--- src/rtl/std_dcache_inv_sweeper_if.sv ---
// rtl/std_dcache_inv_sweeper_if.sv - arbiter requester port used by the dcache invalidate sweeper
//
// Signals (named from the sweeper's point of view):
//   req_o      per-way SRAM request
//   addr_o     set index plus zero line offset
//   we_o       write enable
//   vld_be_o   per-way valid-bit write enable
//   dirty_be_o per-way dirty-bit write enable
//   gnt_i      arbiter grant
interface std_dcache_inv_sweeper_if #(
  parameter int SET_ASSOC   = 8,
  parameter int INDEX_WIDTH = 12
);
  logic [SET_ASSOC-1:0]   req_o;
  logic [INDEX_WIDTH-1:0] addr_o;
  logic                   we_o;
  logic [SET_ASSOC-1:0]   vld_be_o;
  logic [SET_ASSOC-1:0]   dirty_be_o;
  logic                   gnt_i;

  modport master (
    output req_o, addr_o, we_o, vld_be_o, dirty_be_o,
    input  gnt_i
  );

  modport slave (
    input  req_o, addr_o, we_o, vld_be_o, dirty_be_o,
    output gnt_i
  );
endinterface

--- src/rtl/std_dcache_inv_sweeper.sv ---
// rtl/std_dcache_inv_sweeper.sv - walks every dcache set clearing valid and dirty bits of all ways
//
// Ports:
//   clk_i      clock
//   rst_i      synchronous active-high reset; a sweep starts on release
//   inv_req_i  invalidate request (pulse or level)
//   busy_o     sweep in progress, used to stall the cache controllers
//   done_o     one-cycle pulse when a sweep completes
//   bus        arbiter requester port (master side)
module std_dcache_inv_sweeper #(
  parameter int SET_ASSOC   = 8,
  parameter int INDEX_WIDTH = 12,
  parameter int BYTE_OFFSET = 4,
  parameter int NUM_WORDS   = 256
) (
  input  logic clk_i,
  input  logic rst_i,
  input  logic inv_req_i,
  output logic busy_o,
  output logic done_o,
  std_dcache_inv_sweeper_if.master bus
);

  localparam int IW = INDEX_WIDTH - BYTE_OFFSET;
  localparam logic [IW-1:0] LAST_IDX = IW'(NUM_WORDS - 1);

  generate
    if (NUM_WORDS != 2 ** (INDEX_WIDTH - BYTE_OFFSET)) begin : g_bad_geometry
      $fatal(1, "NUM_WORDS must equal 2**(INDEX_WIDTH-BYTE_OFFSET)");
    end
  endgenerate

  typedef enum logic [1:0] {IDLE, SWEEP, DONE} state_t;

  state_t        state, state_next;
  logic [IW-1:0] idx, idx_next;
  logic          pend, pend_next;

  always_ff @(posedge clk_i) begin
    if (rst_i) begin
      state <= SWEEP;
      idx   <= '0;
      pend  <= 1'b0;
    end else begin
      state <= state_next;
      idx   <= idx_next;
      pend  <= pend_next;
    end
  end

  always_comb begin
    state_next     = state;
    idx_next       = idx;
    pend_next      = pend;
    busy_o         = 1'b1;
    done_o         = 1'b0;
    bus.req_o      = '0;
    bus.addr_o     = '0;
    bus.we_o       = 1'b0;
    bus.vld_be_o   = '0;
    bus.dirty_be_o = '0;

    case (state)
      IDLE: begin
        busy_o = 1'b0;
        if (inv_req_i) begin
          state_next = SWEEP;
          idx_next   = '0;
        end
      end

      SWEEP: begin
        bus.req_o      = '1;
        bus.we_o       = 1'b1;
        bus.vld_be_o   = '1;
        bus.dirty_be_o = '1;
        bus.addr_o     = {idx, {BYTE_OFFSET{1'b0}}};
        // Requests during a sweep never restart it; they collapse into one follow-up sweep.
        if (inv_req_i) pend_next = 1'b1;
        if (bus.gnt_i) begin
          if (idx == LAST_IDX) begin
            idx_next   = '0;
            state_next = DONE;
          end else begin
            idx_next = idx + IW'(1);
          end
        end
      end

      DONE: begin
        done_o    = 1'b1;
        pend_next = 1'b0;
        idx_next  = '0;
        // A request arriving in this very cycle still launches the next sweep immediately.
        state_next = (pend || inv_req_i) ? SWEEP : IDLE;
      end

      default: begin
        state_next = IDLE;
      end
    endcase

    // While reset is held the port stays quiet but busy keeps the controllers stalled.
    if (rst_i) begin
      busy_o         = 1'b1;
      done_o         = 1'b0;
      bus.req_o      = '0;
      bus.addr_o     = '0;
      bus.we_o       = 1'b0;
      bus.vld_be_o   = '0;
      bus.dirty_be_o = '0;
    end
  end

endmodule

--- src/flat_wrapper.sv ---
// flat-port wrapper written by rule: the top's interface ports become plain ports
module std_dcache_inv_sweeper_flat 
#(
  parameter int SET_ASSOC   = 8,
  parameter int INDEX_WIDTH = 12,
  parameter int BYTE_OFFSET = 4,
  parameter int NUM_WORDS   = 256
)
  (clk_i, rst_i, inv_req_i, busy_o, done_o, bus_req_o, bus_addr_o, bus_we_o, bus_vld_be_o, bus_dirty_be_o, bus_gnt_i);
  std_dcache_inv_sweeper_if #(.SET_ASSOC(SET_ASSOC), .INDEX_WIDTH(INDEX_WIDTH)) bus_i ();
  input  logic clk_i;
  input  logic rst_i;
  input  logic inv_req_i;
  output logic busy_o;
  output logic done_o;
  output wire logic [$bits(bus_i.req_o)-1:0] bus_req_o;
  output wire logic [$bits(bus_i.addr_o)-1:0] bus_addr_o;
  output wire logic [$bits(bus_i.we_o)-1:0] bus_we_o;
  output wire logic [$bits(bus_i.vld_be_o)-1:0] bus_vld_be_o;
  output wire logic [$bits(bus_i.dirty_be_o)-1:0] bus_dirty_be_o;
  input wire logic [$bits(bus_i.gnt_i)-1:0] bus_gnt_i;
  assign bus_req_o = bus_i.req_o;
  assign bus_addr_o = bus_i.addr_o;
  assign bus_we_o = bus_i.we_o;
  assign bus_vld_be_o = bus_i.vld_be_o;
  assign bus_dirty_be_o = bus_i.dirty_be_o;
  assign bus_i.gnt_i = bus_gnt_i;
  std_dcache_inv_sweeper #(.SET_ASSOC(SET_ASSOC), .INDEX_WIDTH(INDEX_WIDTH), .BYTE_OFFSET(BYTE_OFFSET), .NUM_WORDS(NUM_WORDS)) u_core (.clk_i(clk_i), .rst_i(rst_i), .inv_req_i(inv_req_i), .busy_o(busy_o), .done_o(done_o), .bus(bus_i));
endmodule
--- config.mk ---
export PLATFORM = sky130hd
export DESIGN_NAME = std_dcache_inv_sweeper_flat
export DESIGN_NICKNAME = d
export VERILOG_FILES = /design/src/rtl/std_dcache_inv_sweeper_if.sv /design/src/rtl/std_dcache_inv_sweeper.sv /design/src/flat_wrapper.sv
export SDC_FILE = /design/constraint.sdc
export NUM_CORES = 1
export LEC_CHECK = 0
export CORE_AREA = 2 2 49 51
export DETAILED_ROUTE_END_ITERATION = 12
export DIE_AREA = 0 0 51 53
export GPL_TIMING_DRIVEN = 0
export PLACE_DENSITY_LB_ADDON = 0.25
export SYNTH_ARGS = -nofsm -noshare
export SYNTH_HDL_FRONTEND = slang
export SYNTH_SLANG_ARGS = --single-unit
--- constraint.sdc ---
create_clock -name clk_i -period 3.5 [get_ports clk_i]
set_clock_uncertainty 0.1 [all_clocks]
set_input_delay 0.875 -clock clk_i [delete_from_list [all_inputs] [get_ports clk_i]]
set_output_delay 0.875 -clock clk_i [all_outputs]
set_load 0.02 [all_outputs]
---- Word level (Yosys, flattened, before mapping) ----
Cells that the tools add are included.
storage, ports and cells
  input port bits ......................... 4
  register bits after elaboration ......... 11
  logic and storage cells ................. 39
operators by class
  muxes and demuxes ....................... 21
  eq/ne operators ......................... 7
  $add $sub $neg .......................... 1
  reduce and logical (&&, ||, !) cells .... 7
operators with widths
  operator                                       number
  2-to-1 mux 8 bit                               5
  2-to-1 mux 12 bit                              2
  case mux 8 bit (3 select lines)                1
  adder 8 x 1 -> 8 bit, second input constant    1
  == test 8 bit, second input constant           1
  2-to-1 mux 1 bit                               8
  2-to-1 mux 2 bit                               3
  != test 2 bit, second input constant           3
  case mux 2 bit (3 select lines)                1
  AND reduction 3 bit                            2
  nonzero test 3 bit                             1
  == test 2 x 1 -> 1 bit, second input constant  1
  == test 2 bit, second input constant           1
  logical NOT 2 bit                              1
  != test 2 x 1 -> 1 bit, second input constant  1
  case mux 1 bit (2 select lines)                1
  AND reduction 2 bit                            1
  nonzero test 2 bit                             1
  logical OR 1 bit                               1

---- Logic depth before layout (Yosys ltp) ----
Gate-level depths: netlist of run 1.
  depth after elaboration ................. 4
  mapped depth ............................ 6

---- Worst setup path after synthesis of run 1 ----
No wires, ideal clock.
  path kind ............................... input to output
  start ................................... in rst_i
  end ..................................... out bus_dirty_be_o[0]
  arrival time ............................ 1.917 ns
  stages on the path ...................... 4
  slack ................................... 0.608 ns
  buffers on the path ..................... 1
  path through ............................ nor2_2 -> nand2_1 -> inv_1 -> buf_4
between the ends
  word-level cells in the longest chain between the ends .. 1
RTL lines
  element             line                           RTL
  start: declaration  flat_wrapper.sv:12             input logic rst_i;
  2-to-1 mux 8 bit    std_dcache_inv_sweeper.sv:104  if (rst_i) begin
  end: declaration    flat_wrapper.sv:20             output wire logic [$bits(bus_i.dirty_be_o)-1:0] bus_dirty_be_o;
No other way between the ends.

---- Final worst setup path of run 1 ----
  start ................................... in rst_i
  end ..................................... out bus_req_o[3]
between the ends
  word-level cells in the longest chain between the ends .. 1
RTL lines
  element           line                           RTL
  2-to-1 mux 8 bit  std_dcache_inv_sweeper.sv:104
  end: declaration  flat_wrapper.sv:16             output wire logic [$bits(bus_i.req_o)-1:0] bus_req_o;
No other way between the ends.

==> impl_metrics.toml, run 1 <==
[worst_hold_path]
hold_path.class = "flip-flop to flip-flop"

[detailed_routing]
firstDrtPassIters = 4
route.detailed.drc = 0
post_drt_wl_per_cell_microns = 10.94
vias_per_cell = 4.514
wirelength_mm = 1.958
antenna_left = 0
vias = 808
drt_iter0_markers = 4

[worst_setup_path]
cp.depth = 6
cpPeakStageDelay_ns = 0.52
regToRegSetupSlack_ns = 1.97
slowest_stage = "clkdlybuf4s50_1"
r2r_end = "u_core.idx[1]$_SDFFE_PP0P_"
startpoint_type = "input pin"
cp_data_arrival_time_ns = 2.28
r2r_start = "u_core.state[1]$_SDFFE_PP0P_"
crit_start = "rst_i"
path_class = "input pin to output pin"
cp.buffers_inverters = 4
crit_end = "bus_req_o[3]"
rr_worst_depth = 7
crit_path_end_kind = "output pin"
critical_path.cell_chain = "clkbuf_2 > nor2_4 > nand2_2 > clkinvlp_4 > buf_4 > clkdlybuf4s50_1"
worstPathMaxFanout = 12
crit_required_ns = 2.52
critPathTopFamily = "buffers and inverters"

[yosys]
ys_seq_area_share_pct = 25.07
ys_ff_latch = 11
syn_avg_cell_area_sq_um = 8.611
syn_area_sq_um = 878.3
synth_warnings = 0
synth_cell_types = 30
synthCells = 102

[clock_network]
cts_tree = "yes"
clkSlewWorstSetupHoldPaths_ns = 0.07
clock_sinks = 11
cts-root-buf = "clkbuf_4"
cts_hold_buf = 0
cts_max_level = 1
cts_buffers = 3
clk_path_buf_depth = 2
clk_latency_ns = 0.27

[job]
cap_viol_max_count = 0

[floorplan]
initial_utilization_pct = 40.89
rows = 17
die-area_sq_mm = 0.002703
die_w_microns = 51
placeableCoreArea_sq_mm = 0.002148
fp.dieH_microns = 53
io_pins = 43

[power_and_ir_drop]
p_total_w = 0.0003492
power_density_mw_per_mm2 = 255.4
vdd_drop_max_v = 0.0002081
power.leakage_nw = 0.5884

[cells_and_area]
fillerInstances = 192
finalNetCount = 157
mostFrequentLayoutCells = "clkdlybuf4s50_1 (37), buf_4 (30), dfxtp_1 (11), nor2_1 (9), and3_1 (8)"
syn_to_final_growth_pct = 55.70
post-route-util_pct = 63.66
drive_gt1_share_pct = 33.77
mostFrequentLayoutCell = "clkdlybuf4s50_1"
antennaDiodeCount = 0

[grt]
grt_pass1_wl_mm = 3.118
grt_use_total_pct = 15.15
grt_antenna_before_repair = 0
grt_max_degree = 13
grt_overflow = 0
grt_pass1_vias = 720

[sta]
maxSlewViolCount = 0
final-hold-violation-count = 0
fin_crit_sh_pct = 93.00
fin_crit_ns = 3.255
setup_viol = 0
setup_ws_ns = 0.2450
fmax_mhz = 307.2
rsz0062_at_grt = "no"

[placement]
dp.final_hpwl_mm = 1.410
io_buffers = 38
dp_slack_ns = -0.7988
gp_congestion = 0.8363

[run_status]
status = "finished, final reports clean"
-- per-stage QoR --
stage / instances / instance area [sq um] / hold WS, ns / TNS, ns
CTS: 179 / 1373 / 0.3913 / 0
global route: 179 / 1368 / 0.4277 / 0
detailed placement: 171 / 1305 / 0.3798 / -19.90
finish: 179 / 1368 / 0.3905 / 0
global placement: 171 / 1305 / 0.3708 / -17.94
floorplan: 105 / 889.6 / 0.3533 / 0
-- worst min path at each step --
stage	startpoint	end	slack, ns	cells past startpoint
4_1_cts	u_core.pend$_SDFFE_PP0P_	u_core.pend$_SDFFE_PP0P_	0.39	2
5_1_grt	u_core.pend$_SDFFE_PP0P_	u_core.pend$_SDFFE_PP0P_	0.43	2
2_1_floorplan	u_core.pend$_SDFFE_PP0P_	u_core.pend$_SDFFE_PP0P_	0.35	2
3_5_place_dp	u_core.pend$_SDFFE_PP0P_	u_core.pend$_SDFFE_PP0P_	0.38	2
6_report	u_core.pend$_SDFFE_PP0P_	u_core.pend$_SDFFE_PP0P_	0.39	2
3_3_place_gp	u_core.pend$_SDFFE_PP0P_	u_core.pend$_SDFFE_PP0P_	0.37	2
-- flip-flops by register name, indices dropped and copies added (netlist names) --
register and cells:
u_core.idx 8, u_core.state 2, u_core.pend 1
-- worst min-delay path: cells and delay by family, from the launching register on --
family | cells | cell delay, ns
DFF | 1 | 0.32
AOI/OAI and AO/OA | 1 | 0.06
and+or+nand+nor | 1 | 0.07
-- power by group --
group	switching, W	internal [W]	total [W]
sequential	0.00000605	0.000131	0.000137
combinational	0.0000590	0.0000652	0.000124
clock	0.0000440	0.0000442	0.0000883
-- routing by layer --
metal / share of wire (%) / GRT usage, % / vias up
met4: 1.1 / 6.757 / 0
met2: 52 / 27.71 / 28
met3: 5.6 / 2.260 / 3
met1: 42 / 17.32 / 365
li1: - / - / 412
met5: 0 / 0 / -
-- logic make-up after synthesis --
kind of cell | Yosys count | synth area share [%]
simple gates | 37 | 25.50
buf+inv | 32 | 26.50
compound gates | 13 | 14.10
flops | 11 | 25.07
xor+xnor | 7 | 6.980
fa+ha+maj | 1 | 1.424
other cells | 1 | 0.4269
-- cells in the mapped netlist, drive strengths merged --
master    n  area share (%)
buf      29              25
dfxtp    11              25
nor2     11             5.3
and3      9             6.6
xnor2     7             7.0
a21oi     5             2.8
nand2     4             2.6
nand3     4             2.3
a211oi    3             4.3
inv       2            0.86
or3       2             1.4
a21boi    1             1.3
a2bb2oi   1             1.0
clkbuf    1            0.43
conb      1            0.43
ha        1             1.4
nand2b    1            0.71
nand3b    1             2.3
nand4     1             1.4
nor2b     1            0.71
nor3      1            0.57
nor3b     1            0.86
o21ai     1            0.57
o21bai    1             2.1
o22a      1             2.0
or2b      1            0.86
-- area by class of cell --
| type | count | area [sq um] | area share [%] |
|---|---|---|---|
| multi-input cells | 62 | 444.2 | 32.48 |
| repair buffers | 40 | 390.4 | 28.55 |
| plain buffers | 30 | 225.2 | 16.47 |
| flip-flops and latches | 11 | 220.2 | 16.10 |
| well taps | 28 | 35.03 | 2.562 |
| clock buffers | 4 | 26.28 | 1.921 |
| repair inverters | 2 | 15.01 | 1.098 |
| inverters | 2 | 11.26 | 0.8234 |
-- timing repair --
action                                  in CTS  in global routing
resized for setup                            7                  1
endpoints found under the setup margin      33                 22
setup buffers                                2                  0
pin swaps                                    1                  0
gates cloned                                 2                  0
(Power assumes the default switching activity.)
==> inputs of run 2 (changes only) <==
--- a/config.mk
+++ b/config.mk
@@ -13,3 +13,4 @@
 export SYNTH_ARGS = -nofsm -noshare
 export SYNTH_HDL_FRONTEND = slang
 export SYNTH_SLANG_ARGS = --single-unit
+export TNS_END_PERCENT = 100
==> results of run 2 <==
Same layout as run 1: the final DEF is identical, and so are final timing and power.
